<file path="config.mk">
export PLATFORM = sky130hd
export DESIGN_NAME = param_shift_reg
export DESIGN_NICKNAME = d
export VERILOG_FILES = /design/src/rtl/param_shift_pkg.sv /design/src/rtl/shift_step_counter.sv /design/src/rtl/param_shift_reg.sv
export SDC_FILE = /design/constraint.sdc
export NUM_CORES = 1
export LEC_CHECK = 0
export ABC_AREA = 1
export BUFFER_PORTS_ARGS = -buffer_cell sky130_fd_sc_hd__buf_2
export CELL_PAD_IN_SITES_DETAIL_PLACEMENT = 0
export CELL_PAD_IN_SITES_GLOBAL_PLACEMENT = 1
export CORE_ASPECT_RATIO = 1.2
export CORE_MARGIN = 5
export CORE_UTILIZATION = 35
export DETAILED_ROUTE_END_ITERATION = 10
export GPL_TIMING_DRIVEN = 0
export PLACE_DENSITY_LB_ADDON = 0.1
export REMOVE_ABC_BUFFERS = 1
export SLEW_MARGIN = 10
export SYNTH_ARGS = -nofsm -noshare
export SYNTH_HDL_FRONTEND = slang
export SYNTH_SLANG_ARGS = --single-unit
</file>
<file path="constraint.sdc">
create_clock -name clk -period 1.6 [get_ports clk]
set_input_delay 0.16 -clock clk [delete_from_list [all_inputs] [get_ports clk]]
set_output_delay 0.16 -clock clk [all_outputs]
set_load 0.02 [all_outputs]
</file>
<file path="src/rtl/param_shift_pkg.sv">
// Shared types for the parametrised shift register: shift modes, control states and
// mode capture. SHIFT_ROTATE_EN enables the rotate-right mode.
package param_shift_pkg;

    typedef enum logic [1:0] {
        SH_LSR = 2'b00,
        SH_ASR = 2'b01,
        SH_LSL = 2'b10,
        SH_ROR = 2'b11
    } shift_mode_t;

    typedef enum logic [1:0] {
        ST_IDLE,
        ST_RUN,
        ST_DONE
    } shift_state_t;

    // Without rotate support, mode 11 is latched as logical right.
    function automatic shift_mode_t capture_mode(input logic [1:0] m);
`ifdef SHIFT_ROTATE_EN
        return shift_mode_t'(m);
`else
        return (m == 2'b11) ? SH_LSR : shift_mode_t'(m);
`endif
    endfunction

endpackage

</file>
<file path="src/rtl/shift_step_counter.sv">
// Step counter and control state for param_shift_reg: counts accepted steps after a
// load and flags done once STEPS steps have completed.
module shift_step_counter
    import param_shift_pkg::*;
#(
    parameter int unsigned STEPS = 8,
    parameter int unsigned CW    = $clog2(STEPS + 1)
) (
    input  logic          clk,
    input  logic          rst_n,
    input  logic          clr,
    input  logic          inc,
    output logic [CW-1:0] count,
    output logic          done,
    output logic          busy
);

    localparam logic [CW-1:0] LastCount = CW'(STEPS - 1);

    shift_state_t  state_q, state_d;
    logic [CW-1:0] count_q, count_d;

    always_comb begin
        state_d = state_q;
        count_d = count_q;
        if (clr) begin
            state_d = ST_RUN;
            count_d = '0;
        end else if (inc && state_q == ST_RUN) begin
            count_d = count_q + CW'(1);
            if (count_q == LastCount) begin
                state_d = ST_DONE;
            end
        end
    end

    always_ff @(posedge clk or negedge rst_n) begin
        if (!rst_n) begin
            state_q <= ST_IDLE;
            count_q <= '0;
        end else begin
            state_q <= state_d;
            count_q <= count_d;
        end
    end

    assign count = count_q;
    assign done  = (state_q == ST_DONE);
    assign busy  = (state_q == ST_RUN);

endmodule

</file>
<file path="src/rtl/param_shift_reg.sv">
// Multi-mode shift register: loads an N-bit operand and shifts STEP bits per enabled cycle
// in the mode latched at load. Rotate right exists only when SHIFT_ROTATE_EN is defined.
module param_shift_reg
    import param_shift_pkg::*;
#(
    parameter  int unsigned N     = 8,
    parameter  int unsigned STEP  = 1,
    localparam int unsigned STEPS = N / STEP,
    localparam int unsigned CW    = $clog2(STEPS + 1)
) (
    input  logic            clk,
    input  logic            rst_n,
    input  logic            load,
    input  logic            en,
    input  logic [N-1:0]    din,
    input  logic [1:0]      mode,
    input  logic [STEP-1:0] sin,
    output logic [N-1:0]    dout,
    output logic [STEP-1:0] sout,
    output logic [CW-1:0]   count,
    output logic            done,
    output logic            busy
);

    if (N < 2 || N % STEP != 0 || !(STEP == 1 || STEP == 2 || STEP == 4)) begin : g_bad_cfg
        $error("param_shift_reg: illegal N/STEP combination");
    end

    logic [N-1:0]    dout_q, dout_d;
    logic [STEP-1:0] sout_q, sout_d;
    shift_mode_t     mode_q, mode_d;
    logic            busy_w;
    logic            step;

    // load has priority over en; steps are only accepted while running.
    assign step = en && !load && busy_w;

    always_comb begin
        dout_d = dout_q;
        sout_d = sout_q;
        mode_d = mode_q;
        if (load) begin
            dout_d = din;
            sout_d = '0;
            mode_d = capture_mode(mode);
        end else if (step) begin
            sout_d = dout_q[STEP-1:0];
            case (mode_q)
                SH_ASR: dout_d = {{STEP{dout_q[N-1]}}, dout_q[N-1:STEP]};
                SH_LSL: begin
                    dout_d = {dout_q[N-STEP-1:0], sin};
                    sout_d = dout_q[N-1:N-STEP];
                end
`ifdef SHIFT_ROTATE_EN
                SH_ROR: dout_d = {dout_q[STEP-1:0], dout_q[N-1:STEP]};
`endif
                default: dout_d = {sin, dout_q[N-1:STEP]};
            endcase
        end
    end

    always_ff @(posedge clk or negedge rst_n) begin
        if (!rst_n) begin
            dout_q <= '0;
            sout_q <= '0;
            mode_q <= SH_LSR;
        end else begin
            dout_q <= dout_d;
            sout_q <= sout_d;
            mode_q <= mode_d;
        end
    end

    shift_step_counter #(
        .STEPS (STEPS),
        .CW    (CW)
    ) u_counter (
        .clk   (clk),
        .rst_n (rst_n),
        .clr   (load),
        .inc   (en),
        .count (count),
        .done  (done),
        .busy  (busy_w)
    );

    assign dout = dout_q;
    assign sout = sout_q;
    assign busy = busy_w;

endmodule

</file>
==> metrics.txt <==
setup bufs post-CTS 0; DP Wirelength around 1800 µm; Seq. cell area approximately 430 µm²; library cells used by synthesis 18; CTS Buffer Depth 2; largest net degree at the start of global routing 33; TritonCTS clock tree done; Relative slew margins 0.658; share of cells above drive strength 1 0.241; Die Area 4020 µm²; number of DRC markers in iteration 0 37; Top-Level Pins 30; Crit Path Class reg -> reg; Synth top area share 0.427; post-synthesis xor/xnor area fraction 0.00878; clock slew at reported path FFs 100 ps; vias in the first global route 905; Min-Delay Path Class in -> reg; final hold violations 0; footprint of the multi-input gates between 400 and 500 µm²; Post-Syn Area per Cell about 7.3 µm²; Core Rows 21; Vias about 980; hold path start mode[1]; worst-path maximum fanout 8; GRT Util Overall 0.134; Vias/cell slightly below 5; Slew Limit Fails 0; outcome finished, final reports clean; Post-Syn Area 997 µm²; Fin Clk Skew between 5 and 6 ps; Synth Area in Simple Gates 0.369; maximum VDD drop ~0.00046 V; PortBufs 29; register area share after synthesis 0.427; Setup TNS 0 ps; largest family of logic cells by synthesized area simple AND/OR/NAND/NOR gates; area delta synth->final 18.1%; latest clock arrival within the worst-skew pair between 200 and 300 ps; Compound-Gate Fraction of Synth Area 0.0740; max cap viols 0; Finished Layout Cells 200; die extent in x between 50 and 60 µm; final worst path period share 0.896; RSZ-0062 raised after global routing false; Post-Synth Adder-Cell Area 0.0376; antenna-violating nets left 0; Worst-Margin Slew slightly above 500 ps; Ys Warns 0; TritonCTS Buffers 3; Starting Density 0.361; reg2reg start mode_q[0]; RePlAce Congestion 0.721; root buffer cell clkbuf_4; clk sink count 17; WP data arrival around 1600 ps; height of the die roughly 68 µm; commonest non-fill, non-tap cells in the layout nand2_1, buf_2, nand3_1, nor2_1, dfrtp_1; nets between 150 and 200; initial antenna violation count 0; Routed WL per cell between 10 and 15 µm; min cycle time layout approximately 1400 ps; reported leakage power about 0.64 nW; area of the core about 2800 µm²; synthesized flop and latch total 17; count of final setup violators 0; number of instances in the placed design just under 200; Critical Path End Type register; H-tree levels 1; fillers between 300 and 400; startpoint types register; area leader, netlist dfrtp_1; multiplexer share of the synthesized area 0; Setup crit start mode_q[0]; final WL approximately 2500 µm; critical path required time approximately 1800 ps; drt first pass iters 5; commonest non-fill, non-tap cell in the layout nand2_1; global route total overflow 0; first-pass GRT wire length 4050 µm; f_max between 0.6 and 0.7 GHz; Residual DRC 0; ANT cells 0; ranking of synthesized cells by area dfrtp_1, nand2_1, nand3_1; PwrDens between 800 and 900 nW/µm²; Mapped Cells ~140
-- what timing repair did --
action / 4_1_cts / 5_1_grt
setup endpoints to repair: 3 / 7
pin swaps: 0 / 0
resized for setup: 1 / 1
hold buffers: 1 / 0
endpoints found under the hold margin: 17 / 0
-- critical path, cell delays in order, from the launching register on --
cell and delay (ps):
dfrtp_1 360, inv_1 60, ha_1 330, inv_2 150, nand2_2 140, nand2_1 80
nand3_1 70, nand2_1 90, nand2_1 40
-- final cells by class --
cell class              count  share of cell area
multi-input cells         105               0.417
flip-flops and latches     17               0.361
repair buffers             30               0.132
well taps                  34              0.0361
inverters                  10              0.0319
clock buffers               4              0.0223
-- per-layer routing --
metal | part of all wire | global-route usage | vias to the layer above
met2 | 0.48 | 0.218 | 29
met1 | 0.44 | 0.166 | 451
met5 | 0 | 0 | -
met3 | 0.068 | 0.0264 | 4
li1 | - | - | 497
met4 | 0.014 | 0.0737 | 0
-- final timing paths --
check,end,slack [ps],cells after the start
worst max-delay path,dout[0],170,8
max in group asynchronous,dout[6],1000,2
min in group asynchronous,u_counter.count[2],310,2
worst min register to register,sout,540,2
worst max register to register,dout[0],170,8
worst min-delay path,mode_q[0],60,2
-- registers in the layout (all words and copies together), names as in the netlist --
signal             count
dout                   8
u_counter.count        4
mode_q                 2
u_counter.state_q      2
sout                   1
-- cells in the mapped netlist, drive strengths merged --
cell    count
buf         5
nand2      47
o21ai       3
inv        10
a21oi       9
o211ai      1
nor2       19
xor2        1
ha          3
dfrtp      17
o22ai       1
nand3      21
-- where the power goes --
part	switching [mW]	leakage [nW]	total, mW	internal (mW)
clock	0.141	0.0150	0.238	0.0970
sequential	0.0468	0.212	0.522	0.476
combinational	0.195	0.409	0.296	0.101
-- cells by family (layout without fill, tap and decap cells) --
logic type,count (synthesis),after routing
fa+ha+maj,3,3
flops,17,17
simple gates,87,87
buf+inv,15,44
xor+xnor,1,1
compound gates,14,14
-- per-stage QoR --
stage | hold slack (ps) | cell area [µm²] | util | total power, mW | setup WS [ps]
after floorplan | -136 | 951 | - | 0.708 | 251
after global placement | 116 | 1140 | 0.413 | 0.822 | 23.2
after detailed placement | 113 | 1140 | 0.413 | 0.826 | 0.722
after CTS | 52.8 | 1180 | 0.427 | 1.07 | 50.9
after global routing | 66.4 | 1180 | 0.427 | 1.14 | 75.9
final | 60.6 | 1180 | 0.427 | 1.06 | 167
Power figures use the tool's default switching activity.
